File: src/rtl/m_store_buffer_pkg.sv
// Shared store-type encodings and address helpers for the M-stage store path.
package m_store_buffer_pkg;

  localparam logic [1:0] type_w = 2'b00;
  localparam logic [1:0] type_h = 2'b01;
  localparam logic [1:0] type_b = 2'b10;
  localparam logic [1:0] type_d = 2'b11;

  // Clear the in-word byte offset bits of a byte address.
  function automatic logic [31:0] word_align(input logic [31:0] a, input int unsigned off_w);
    return a & ~((32'(1) << off_w) - 32'(1));
  endfunction

endpackage

File: src/rtl/m_st_align.sv
// Store lane alignment: byte enables, lane-shifted data and misalignment flag.
module m_st_align
  import m_store_buffer_pkg::*;
#(
  parameter int unsigned DATA_W = 32,
  localparam int unsigned BE_W  = DATA_W / 8,
  localparam int unsigned OFF_W = $clog2(BE_W)
) (
  input  logic [OFF_W-1:0]  off,
  input  logic [1:0]        typ,
  input  logic [DATA_W-1:0] wdata,
  output logic [BE_W-1:0]   byteen,
  output logic [DATA_W-1:0] lanedata,
  output logic              misalign
);

  // Decode enables and alignment legality from the store size and offset.
  always_comb begin
    byteen   = '0;
    misalign = 1'b0;
    lanedata = wdata << {off, 3'b000};
    case (typ)
      type_b: byteen = BE_W'(1) << off;
      type_h: begin
        byteen   = BE_W'(2'b11) << off;
        misalign = off[0];
      end
      type_w: begin
        byteen   = BE_W'(4'hF) << off;
        misalign = (off[1:0] != 2'b00);
      end
      default: begin
        byteen   = '1;
        misalign = (DATA_W == 32) || (off != '0);
      end
    endcase
  end

endmodule

File: src/rtl/m_store_buffer.sv
// M-stage store buffer: aligned stores queued with tail write-combining, drained over valid/ready.
module m_store_buffer
  import m_store_buffer_pkg::*;
#(
  parameter int unsigned DATA_W = 32,
  parameter int unsigned DEPTH  = 4,
  localparam int unsigned BE_W  = DATA_W / 8,
  localparam int unsigned OFF_W = $clog2(BE_W),
  localparam int unsigned PTR_W = $clog2(DEPTH),
  localparam int unsigned CNT_W = PTR_W + 1
) (
  input  logic              clk,
  input  logic              reset,
  input  logic              WE,
  input  logic [31:0]       Addr,
  input  logic [1:0]        Type,
  input  logic [DATA_W-1:0] WData,
  input  logic              Req,
  input  logic              LdEn,
  input  logic [31:0]       LdAddr,
  output logic              Stall,
  output logic              AdES,
  output logic              BusValid,
  input  logic              BusReady,
  output logic [31:0]       BusAddr,
  output logic [DATA_W-1:0] BusWData,
  output logic [BE_W-1:0]   BusByteEn,
  output logic              Empty,
  output logic [CNT_W-1:0]  Count
);

  logic [31:0]       addr_q [DEPTH];
  logic [DATA_W-1:0] data_q [DEPTH];
  logic [BE_W-1:0]   be_q   [DEPTH];
  logic [PTR_W-1:0]  head_q, tail_q, tail_last;
  logic [CNT_W-1:0]  count_q;

  logic [BE_W-1:0]   st_be;
  logic [DATA_W-1:0] st_data, merged_data;
  logic              st_mis, live, full, merge_hit, ld_hit;
  logic              push, merge_en, pop;
  logic [31:0]       st_waddr, ld_waddr;
  logic [PTR_W-1:0]  rel;

  m_st_align #(.DATA_W(DATA_W)) u_align (
    .off      (Addr[OFF_W-1:0]),
    .typ      (Type),
    .wdata    (WData),
    .byteen   (st_be),
    .lanedata (st_data),
    .misalign (st_mis)
  );

  assign st_waddr  = word_align(Addr, OFF_W);
  assign ld_waddr  = word_align(LdAddr, OFF_W);
  assign tail_last = tail_q - PTR_W'(1);
  assign AdES      = WE & st_mis;
  assign live      = WE & ~Req & ~st_mis;
  assign full      = (count_q == CNT_W'(DEPTH));
  // The head may already be on the bus, so only a non-head tail (Count>=2) can absorb a store.
  assign merge_hit = live & (count_q >= CNT_W'(2)) & (addr_q[tail_last] == st_waddr);

  // Load overlap against every occupied entry's word address.
  always_comb begin
    ld_hit = 1'b0;
    rel    = '0;
    for (int i = 0; i < int'(DEPTH); i++) begin
      rel = PTR_W'(i) - head_q;
      if (({1'b0, rel} < count_q) && (addr_q[i] == ld_waddr)) ld_hit = 1'b1;
    end
  end

  // Byte-wise merge of the new store lanes into the tail entry.
  always_comb begin
    merged_data = data_q[tail_last];
    for (int b = 0; b < int'(BE_W); b++) begin
      if (st_be[b]) merged_data[8*b +: 8] = st_data[8*b +: 8];
    end
  end

  // Full stall ignores a same-cycle pop; a killed store never stalls.
  assign Stall     = (live & ~merge_hit & full) | (LdEn & ld_hit);
  assign push      = live & ~merge_hit & ~Stall;
  assign merge_en  = merge_hit & ~Stall;
  assign Empty     = (count_q == '0);
  assign BusValid  = ~Empty;
  assign pop       = BusValid & BusReady;
  assign Count     = count_q;
  assign BusAddr   = BusValid ? addr_q[head_q] : '0;
  assign BusWData  = BusValid ? data_q[head_q] : '0;
  assign BusByteEn = BusValid ? be_q[head_q]   : '0;

  // FIFO storage, pointers and occupancy.
  always_ff @(posedge clk or posedge reset) begin
    if (reset) begin
      head_q  <= '0;
      tail_q  <= '0;
      count_q <= '0;
      for (int i = 0; i < int'(DEPTH); i++) begin
        addr_q[i] <= '0;
        data_q[i] <= '0;
        be_q[i]   <= '0;
      end
    end else begin
      if (push) begin
        addr_q[tail_q] <= st_waddr;
        data_q[tail_q] <= st_data;
        be_q[tail_q]   <= st_be;
        tail_q         <= tail_q + PTR_W'(1);
      end
      if (merge_en) begin
        data_q[tail_last] <= merged_data;
        be_q[tail_last]   <= be_q[tail_last] | st_be;
      end
      if (pop) head_q <= head_q + PTR_W'(1);
      case ({push, pop})
        2'b10:   count_q <= count_q + CNT_W'(1);
        2'b01:   count_q <= count_q - CNT_W'(1);
        default: count_q <= count_q;
      endcase
    end
  end

endmodule

File: config.mk
export PLATFORM = sky130hd
export DESIGN_NAME = m_store_buffer
export DESIGN_NICKNAME = d
export VERILOG_FILES = /design/src/rtl/m_store_buffer_pkg.sv /design/src/rtl/m_st_align.sv /design/src/rtl/m_store_buffer.sv
export SDC_FILE = /design/constraint.sdc
export NUM_CORES = 1
export LEC_CHECK = 0
export ABC_AREA = 1
export CORE_MARGIN = 5
export CORE_UTILIZATION = 40
export CTS_BUF_LIST = sky130_fd_sc_hd__clkbuf_4 sky130_fd_sc_hd__clkbuf_8
export CTS_CLUSTER_DIAMETER = 150
export DETAILED_ROUTE_END_ITERATION = 7
export SETUP_SLACK_MARGIN = 0.02
export SYNTH_ARGS = -nofsm -noshare
export SYNTH_HDL_FRONTEND = slang
export SYNTH_HIERARCHICAL = 1
export SYNTH_SLANG_ARGS = --single-unit
File: constraint.sdc
create_clock -name clk -period 10.1 [get_ports clk]
set_input_delay 1.515 -clock clk [delete_from_list [all_inputs] [get_ports clk]]
set_output_delay 1.515 -clock clk [all_outputs]
set_load 0.01 [all_outputs]
==> results.yml <==
run_status:
  status: "finished with violations"
  violations: "DRC"
logic_synthesis:
  async_reset_ff_frac: 1.00
  synth.distinct_cells: 36
  synth_top_family_by_area: "simple AND/OR/NAND/NOR gates"
  syn_inst: 3417
  synth-compound-area-share: 0.173
  synth_most_common_cell: "nand2_1"
  synthFlopType: "dfrtp_1"
  synthMuxAreaShare: 0
  synth_xor_area_frac: 0.0364
  synth_area_um2: 21400
  synth_fa_ha_area_frac: 0.00679
  syn_area_per_cell_um2: 6.26
  synthTopCellsByCount: "1032 x nand2_1, 408 x inv_1, 353 x o21ai_0"
  synth-seq-area-share: 0.317
  synth_seq_cells: 271
  synth.largest_area_cell: "dfrtp_1"
  synth-edff-count: 0
  synth.yosys.warnings: 6
  yosys-top-cells-area: "dfrtp_1 32%, nand2_1 18%, o21ai_0 8.3%"
  synth_top_area_frac: 0.317
  yosys.area_share.simple: 0.341
cells_and_area:
  layoutNonFillerInstCount: 4160
  seqCellArea_um2: 6790
  final_util: 0.463
  drive_above_1_share: 0.0467
  area_growth_pct: 14.1
  multiInputGateArea_um2: 12000
  fillers: 5530
  fin_nets: 3543
sta:
  hold_viol: 0
  min_period_over_period: 0.757
  maxSlewViolCount: 0
  maxSlewHeadroom: 0.203
  rsz0062_at_grt: "false"
  tns_ps: 0
  finClkSkew_ps: 42.0
  fmax_mhz: 131
  layout_min_cycle_time_ps: 7650
  fin_ws_ps: 2450
  finalSetupViolCount: 0
  tightest_slew_ps: 1200
worst_setup_path:
  endpoint_kind: "output port"
  startpoint_type: "register"
  required_ps: 8590
  critical_path_class: "register to output port"
  crit_arrival_ps: 6140
  crit_fanout: 62
routing:
  drt_iter0_markers: 2821
  viasPerCell: 5.86
  drc: 7
  num_vias: 24397
  totalWireLength_mm: 86.5
  first_pass_iters: 8
  ant_nets: 0
  wire_per_inst_um: 20.8
die:
  io_pins: 179
  fp.dieW_um: 241
  initial_utilization: 0.405
  die_area_um2: 58200
  die_h_um: 241
  row_count: 84
  core_um2: 52800
place:
  place_inst: 4059
  gp_congestion: 0.913
  dpl.hpwl_mm: 50.6
  pre_cts_ws_ps: 2800
  io_buffers: 174
pwr:
  p_leak_nw: 11.9
  vdd_drop_max_mv: 0.233
  p_per_area_nw_per_um2: 354
  power_mw: 8.63
clock_network:
  clock_path_buffers: 3
  clockRootBuffer: "clkbuf_8"
  cts_tree: "built"
  ctsResizeCount: 0
  cts_setup_buffers: 0
  cts_made_buffers: 55
  cts.sinks: 271
  postCtsHoldBufs: 0
  clkTransAtPathRegs_ps: 60
  ctsHtreeMaxLevel: 2
  clock_latency_ps: 670
global_route:
  grt-ovfl-total: 0
  grt_usage: 0.286
  antenna_found_initial: 5
  grt_pass1_vias: 22840
  grt_start_max_net_pins: 123
  grt_pass1_wl_mm: 132
hold_path:
  min_path_type: "register to register"
run:
  maxCapViolCount: 0
critical path, cell delays in order (launching register included):
cell	delay [ps]
dfrtp_4	990
inv_4	480
ha_4	500
inv_2	810
buf_4	590
nand3_1	210
nand2_1	140
nand2_1	60
nand2_1	50
nand3_1	100
nor2_1	230
nand2_1	120
nor2_1	100
nand2_1	60
nand3_1	220
nand2_1	180
clkdlybuf4s50_1	540
kinds of logic after synthesis:
logic type      count (synthesis)
other cells                     1
xor+xnor                       89
simple gates                 1710
compound gates                662
fa+ha+maj                      11
buf+inv                       673
flops                         271
through the flow:
step / instance area [um^2] / hold WS, ps
6_report: 24400 / 562
5_1_grt: 24400 / 590
4_1_cts: 24400 / 560
3_5_place_dp: 23200 / 545
3_3_place_gp: 23200 / 530
2_1_floorplan: 21400 / 503
sequential cells by signal, summed over array words and instances (netlist names):
signal,flops
data_q,128
addr_q,120
be_q,16
Count,3
head_q,2
tail_q,2
final cells by class:
| cell class | instances | area share |
|---|---|---|
| inverters | 417 | 0.0647 |
| multi-input cells | 2474 | 0.492 |
| flip-flops and latches | 271 | 0.278 |
| repair buffers | 209 | 0.0821 |
| well taps | 688 | 0.0353 |
| clock inverters | 10 | 0.00338 |
| diodes | 2 | 0.000205 |
| clock buffers | 89 | 0.0440 |
layout by cell type, fill, tap and decap left out, types with 32 or more instances in the layout:
cell / n
a31oi_1: 33
nor2_1: 198
nand2_1: 1031
xor2_1: 32
clkdlybuf4s50_1: 174
clkbuf_8: 65
buf_4: 35
o21ai_0: 353
o22ai_1: 67
nand3_1: 281
dfrtp_1: 270
o21ai_1: 63
a21oi_1: 73
nand4_1: 168
a221oi_1: 66
inv_1: 406
xnor2_1: 57
per-layer routing:
layer,track usage,routed length [um],up-vias
li1,-,-,11248
met1,0.389,35100,11373
met3,0.0661,9860,278
met4,0.129,3920,6
met2,0.433,37600,1492
met5,0.0139,35,-
power by group:
group	leakage (nW)	internal, mW	total (mW)	switching, mW
clock network	0.628	0.696	1.25	0.549
registers	3.06	1.59	2.10	0.511
logic	8.16	1.89	5.29	3.40
worst paths after layout:
kind,from,to,slack (ps),cells past startpoint
worst max-delay path,tail_q[0],Stall,2450,16
max in group asynchronous,reset,data_q[70],7170,3
worst min-delay path,addr_q[118],addr_q[118],560,2
worst min register to register,addr_q[118],addr_q[118],560,2
min in group asynchronous,reset,data_q[123],1430,2
worst max register to register,tail_q[0],addr_q[95],2450,20
Note: power is estimated with default switching activity, not from simulation.
